`config.mk`:
```
export PLATFORM = sky130hd
export DESIGN_NAME = pos_nor
export DESIGN_NICKNAME = d
export VERILOG_FILES = /design/src/rtl/pos_nor.sv
export SDC_FILE = /design/constraint.sdc
export NUM_CORES = 1
export LEC_CHECK = 0
export CAP_MARGIN = 20
export CELL_PAD_IN_SITES_DETAIL_PLACEMENT = 1
export CELL_PAD_IN_SITES_GLOBAL_PLACEMENT = 1
export CORE_ASPECT_RATIO = 1.1
export CORE_MARGIN = 2
export CORE_UTILIZATION = 45
export CTS_BUF_LIST = sky130_fd_sc_hd__clkbuf_4 sky130_fd_sc_hd__clkbuf_8
export CTS_CLUSTER_SIZE = 24
export DETAILED_ROUTE_END_ITERATION = 6
export DONT_BUFFER_PORTS = 1
export GPL_TIMING_DRIVEN = 0
export HOLD_SLACK_MARGIN = 0.05
export PLACE_DENSITY_LB_ADDON = 0.25
export SETUP_SLACK_MARGIN = 0.1
export SYNTH_ARGS = -nofsm -noshare
export SYNTH_HDL_FRONTEND = slang
export SYNTH_SLANG_ARGS = --single-unit
export TNS_END_PERCENT = 1
```
`constraint.sdc`:
```
create_clock -name clk -period 6 [get_ports clk]
set_clock_uncertainty 0.15 [all_clocks]
set_input_delay 0.9 -clock clk [delete_from_list [all_inputs] [get_ports clk]]
set_output_delay 0.9 -clock clk [all_outputs]
set_load 0.05 [all_outputs]
```
`src/rtl/pos_nor.sv`:
```
// pos_nor: registered bitwise NOR unit (product-of-sums form, ~A & ~B) with
// result flags for the ALU status logic. One-cycle latency, no stalls.
//   clk, rst        : clock, synchronous active-high reset
//   A, B, in_valid  : operands and their qualifier
//   OUT, out_valid  : registered result and its one-cycle valid strobe
//   zero_flag       : OUT == 0
//   ones_flag       : OUT all ones
//   ones_count      : number of set bits in OUT
module pos_nor #(
  parameter int WIDTH = 16,
  localparam int CW   = $clog2(WIDTH + 1)
) (
  input  logic             clk,
  input  logic             rst,
  input  logic [WIDTH-1:0] A,
  input  logic [WIDTH-1:0] B,
  input  logic             in_valid,
  output logic [WIDTH-1:0] OUT,
  output logic             out_valid,
  output logic             zero_flag,
  output logic             ones_flag,
  output logic [CW-1:0]    ones_count
);

  logic [WIDTH-1:0] nor_w;
  logic [CW-1:0]    cnt_w;

  logic [WIDTH-1:0] out_d,   out_q;
  logic             valid_d, valid_q;
  logic             zero_d,  zero_q;
  logic             ones_d,  ones_q;
  logic [CW-1:0]    count_d, count_q;

  always_comb begin
    nor_w = ~A & ~B;
    cnt_w = '0;
    for (int unsigned i = 0; i < WIDTH; i++) begin
      cnt_w = cnt_w + CW'(nor_w[i]);
    end
  end

  // Result and flags only load together when in_valid is high, so they can
  // never disagree and never track A/B while idle.
  always_comb begin
    out_d   = out_q;
    zero_d  = zero_q;
    ones_d  = ones_q;
    count_d = count_q;
    valid_d = 1'b0;
    if (in_valid) begin
      out_d   = nor_w;
      zero_d  = ~|nor_w;
      ones_d  = &nor_w;
      count_d = cnt_w;
      valid_d = 1'b1;
    end
  end

  always_ff @(posedge clk) begin
    if (rst) begin
      out_q   <= '0;
      valid_q <= 1'b0;
      zero_q  <= 1'b1;
      ones_q  <= 1'b0;
      count_q <= '0;
    end else begin
      out_q   <= out_d;
      valid_q <= valid_d;
      zero_q  <= zero_d;
      ones_q  <= ones_d;
      count_q <= count_d;
    end
  end

  assign OUT        = out_q;
  assign out_valid  = valid_q;
  assign zero_flag  = zero_q;
  assign ones_flag  = ones_q;
  assign ones_count = count_q;

endmodule

```
### Yosys cells after proc, flatten, opt, wreduce, memory -nomap -nowiden

Cells that the tools add are included.

| operators by class | value |
|---|---|
| add/subtract/negate cells | 15 |
| $mul | 0 |
| divide/modulo/power cells | 0 |
| magnitude comparators | 0 |
| equality and inequality tests | 0 |
| shift operators | 0 |
| mux-type cells | 1 |
| bitwise gates (word level) | 3 |
| reduce and logical (&&, ||, !) cells | 3 |

Operator list:

| cell | number |
|---|---|
| $add A5 B1 Y5 | 11 |
| $not A16 Y16 | 2 |
| $and A16 B16 Y16 | 1 |
| $reduce_and A16 Y1 | 1 |
| $reduce_or A16 Y1 | 1 |
| $add A4 B1 Y5 | 1 |
| $add A3 B1 Y4 | 1 |
| $add A2 B1 Y3 | 1 |
| $add A1 B1 Y2 | 1 |
| $logic_not A1 Y1 | 1 |
| $mux W1 | 1 |

| word-level totals | value |
|---|---|
| bits in registers | 24 |
| bits in latches | 0 |
| memory bits (writable) | 0 |
| ROM bits | 0 |
| input bits | 35 |
| memories | 0 |

### Longest topological paths before layout

Gate-level depths: netlist of run 1.

| depth | value |
|---|---|
| depth after elaboration | 17 |
| depth in mapped cells | 14 |
| depth with buffers taken out | 14 |

### Worst setup path after synthesis of run 1

OpenSTA, ideal clock, no wires.

| path | value |
|---|---|
| path type | input to register |
| start point | input A[1] |
| end point | register count_q[2], in the netlist ones_count[2] |
| data arrival time | 4.029 ns |
| slack | 1.756 ns |
| cell stages on the path | 14 |
| buffers on the path | 0 |
| cells stage by stage | nor2_1 > fa_1 > inv_1 > fa_1 > fa_1 > fa_1 > inv_1 > ha_1 > inv_1 > fa_1 > nor2b_1 > nor3_1 > a21oi_1 > nor2_1 |

| on the way | value |
|---|---|
| longest elaborated chain between the ends | 17 |

Ends and longest elaborated chain:

| item | line | source |
|---|---|---|
| start: declaration | 15 | `input logic [WIDTH-1:0] A,` |
| $not A16 Y16 | 35 | `nor_w = ~A & ~B;` |
| $and A16 B16 Y16 | 35 |  |
| $add A1 B1 Y2 | 38 | `cnt_w = cnt_w + CW'(nor_w[i]);` |
| $add A2 B1 Y3 | 38 |  |
| $add A3 B1 Y4 | 38 |  |
| $add A4 B1 Y5 | 38 |  |
| $add A5 B1 Y5 (11 in a row) | 38 |  |
| end signal: assignment | 71 | `count_q <= count_d;` |
| end: declaration | 32 | `logic [CW-1:0] count_d, count_q;` |

Every way passes these cells.
A chain may end at the register's enable or synchronous reset.

### Worst setup path after layout of run 1

| path | value |
|---|---|
| start point | input A[15] |
| end point | register count_q[2], in the netlist ones_count[2] |

| on the way | value |
|---|---|
| longest elaborated chain between the ends | 3 |

Ends and longest elaborated chain:

| item | line |
|---|---|
| $not A16 Y16 | 35 |
| $and A16 B16 Y16 | 35 |
| $add A5 B1 Y5 | 38 |

Every way passes these cells.

==> results of run 1 <==
## worst max-delay path: cells and delay by family
kind,cells,cell delay [ns]
fa+ha+maj,6,2.46
compound gates,1,0.13
simple gates,4,0.60
buf+inv,3,0.18
## worst paths after layout
check,slack (ns),endpoint,from
worst max-delay path,1.78,ones_count[2],A[15]
worst min-delay path,0.58,ones_flag,ones_flag
worst max register to register,4.72,ones_count[3],ones_count[3]
worst min register to register,0.58,ones_flag,ones_flag
## stage by stage
| stage | power (mW) | hold slack (ns) | std cells | utilization [%] |
|---|---|---|---|---|
| 2_1_floorplan | 0.321 | 0.532 | 149 | - |
| 3_3_place_gp | 0.341 | 0.555 | 182 | 49.7 |
| 3_5_place_dp | 0.349 | 0.567 | 182 | 49.7 |
| 4_1_cts | 0.423 | 0.586 | 185 | 50.5 |
| 5_1_grt | 0.450 | 0.606 | 185 | 50.5 |
| 6_report | 0.414 | 0.576 | 185 | 50.5 |
## cell usage after synthesis
cell      instances
nand3_1           1
nor2_2            2
nand2_1           5
a21o_1            1
nor2_1           35
nor3b_1           1
inv_1            18
a211o_1           1
or4_1             1
buf_4             1
clkbuf_1          3
nor4_1            4
mux2i_1          17
a21oi_1           5
nor2b_1           2
buf_2             2
o211ai_1          1
nor3_1            2
dfxtp_1          24
fa_1             10
a211oi_1          1
nand4_1           4
ha_1              7
and2_1            1
## power breakdown
group / switching [mW] / total (mW) / leakage, nW / internal (mW)
sequential: 0.0496 / 0.221 / 0.196 / 0.171
combinational: 0.0683 / 0.122 / 0.451 / 0.0539
clock: 0.0470 / 0.0704 / 0.0138 / 0.0234
total: 0.165 / 0.414 / 0.661 / 0.249
## layout make-up
class,instances,area (um2),area share [%]
plain buffers,6,28.8,2.03
clock buffers,3,22.5,1.59
multi-input cells,101,776,54.8
well taps,33,41.3,2.92
inverters,18,67.6,4.77
flip-flops and latches,24,480,33.9
## flip-flops by register name (all words and copies together), names as in the netlist
signal,flops
OUT,16
out_valid,1
ones_flag,1
ones_count,5
zero_flag,1
## layer usage
layer  GRT usage, %  share of wire, %  up-vias
met2           34.5                52       38
met5              0                 0        -
met1           20.9                41      476
met3           3.78               6.2        4
met4           5.10              0.81        0
li1               -                 -      489
## cell families (layout without fill, tap and decap cells)
logic type	Yosys count	in the layout	synth area share (%)
compound gates	9	9	4.16
fa+ha+maj	17	17	21.3
buf+inv	24	27	7.12
flops	24	24	35.5
mux	17	17	12.6
simple gates	58	58	19.3
## layout by cell type, fill, tap and decap left out, types with 2 or more instances in the layout
master	n
nor2_1	35
dfxtp_1	24
inv_1	18
mux2i_1	17
fa_1	10
ha_1	7
a21oi_1	5
nand2_1	5
nor4_1	4
nand4_1	4
clkbuf_1	3
clkbuf_4	3
nor2_2	2
buf_2	2
nor2b_1	2
nor3_1	2
==> reports/metrics.cfg, run 1 <==
[status]
status=finished, final reports clean

[layout]
layout-drive-gt1-share_pct=5.26
final_area_um2=1420
syn2layout_area_growth_pct=4.72
antenna_cells=0
nFillCells=343
final_nets=206

[clock_network]
ctsHoldBuffers=0
htree_num_levels=1
cts_root_buffer=clkbuf_4
cts_setup_buffers=0
clockBufferDepth=2
clock_latency_ns=0.31
cts_tree=done
clock-sinks=24
cts_buffers=3
path_clk_slew_ns=0.13
cts-resized-gates=0

[placed_design]
placed_area_um2=1390
port_buffers=0
dpl.hpwl_um=2390
gp_congestion=0.821
place_ws_ns=1.46

[critical_path]
worstPathArrival_ns=4.27
startpoint_type=input pin
path_cells=nor2_1, fa_1, fa_1, inv_1, fa_1, fa_1, inv_1, ha_1, inv_1, fa_1, nor2b_1, nor3_1, a21oi_1, nor2_1
critPathMaxFanout=4
crit_path_end_kind=flop
timing.critical_path.mode_cell=fa_1
cpPeakStageDelay_ns=0.51
path_class=in -> reg
critical_path_required_ns=6.05
r2r_cells=2
slowest_stage=fa_1

[timing]
fin_tns_setup_ns=0
min_period_ns=4.22
setup_violations=0
worst_slew_pin_slew_ns=0.512
layout_setup_ws_ns=1.78
slew_viol_final=0
fmax_mhz=237
max-slew-margin-rel_pct=65.8
final_hold_viol_count=0
fin_crit_sh_pct=70.3
grt_setup_unrepaired=no

[global_route]
grt.overflow.total=0
grt_pass1_wl_um=4800
grt_pass1_vias=1054
grt_max_degree=13
antenna_found_initial=0
track_usage_pct=18.1

[yosys]
synth-seq-cells=24
synthTopCellsByArea=dfxtp_1, fa_1, mux2i_1, nor2_1, ha_1
seq_area_frac_synth_pct=35.5
yosysTopAreaCell=dfxtp_1
synth_warnings=0
syn_area_per_cell_um2=9.08
synth_cells=149
syn_nets=201
synth_cell_types=24
syn_area_um2=1350
synth_top_area_share_pct=35.5

[worst_hold_path]
whs_path_depth=2
hold_class=reg -> reg

[route]
ant_nets=0
firstDrtPassIters=2
drc=0
drt_iter0_markers=12
vias=1007
wl_per_cell_um=15.4
vias_per_cell=5.44
routed_wl_um=2860

[power]
vdd_ir_drop_max_uv=177
p_leak_nw=0.661
powerDensity_nw_per_um2=292

[die]
io_pins=59
num_rows=20
coreArea_um2=2800
initial_core_util_pct=48.3
fp.dieArea_um2=3460
chipHeight_um=61.5
die_x_um=56.3

[run]
max-cap-violations=0

Power figures use the tool's default switching activity.
==> run 2, diff against run 1 <==
==> constraint.sdc (replaced) <==
create_clock -name clk -period 4.4 [get_ports clk]
set_clock_uncertainty 0.15 [all_clocks]
set_input_delay 0.66 -clock clk [delete_from_list [all_inputs] [get_ports clk]]
set_output_delay 0.66 -clock clk [all_outputs]
set_load 0.05 [all_outputs]
==> results of run 2 <==
The final DEF is identical to that of run 1. Status: finished, final reports clean.
Among the figures that moved: setup slack after placement 1.46 ns -> 0.0957 ns; setup slack after layout 1.78 ns -> 0.423 ns; hold slack 0.576 ns -> 0.446 ns; register-to-register setup slack 4.72 ns -> 3.12 ns; end point of the worst hold path ones_flag -> OUT[2]; total power 0.414 mW -> 0.564 mW; worst IR drop on VDD 177 uV -> 241 uV
==> run 3, diff against run 2 <==
--- a/config.mk
+++ b/config.mk
@@ -12,6 +12,7 @@
 export CORE_MARGIN = 2
 export CORE_UTILIZATION = 45
 export CTS_BUF_LIST = sky130_fd_sc_hd__clkbuf_4 sky130_fd_sc_hd__clkbuf_8
+export CTS_CLUSTER_DIAMETER = 80
 export CTS_CLUSTER_SIZE = 24
 export DETAILED_ROUTE_END_ITERATION = 6
 export DONT_BUFFER_PORTS = 1
@@ -19,6 +20,7 @@
 export HOLD_SLACK_MARGIN = 0.05
 export PLACE_DENSITY_LB_ADDON = 0.25
 export SETUP_SLACK_MARGIN = 0.1
+export SLEW_MARGIN = 0
 export SYNTH_ARGS = -nofsm -noshare
 export SYNTH_HDL_FRONTEND = slang
 export SYNTH_SLANG_ARGS = --single-unit
==> results of run 3 <==
The final DEF is identical to that of run 1. Status: finished, final reports clean.
Among the figures that moved: setup slack after placement 1.46 ns -> 0.0957 ns; setup slack after layout 1.78 ns -> 0.423 ns; hold slack 0.576 ns -> 0.446 ns; register-to-register setup slack 4.72 ns -> 3.12 ns; end point of the worst hold path ones_flag -> OUT[2]; total power 0.414 mW -> 0.564 mW; worst IR drop on VDD 177 uV -> 241 uV
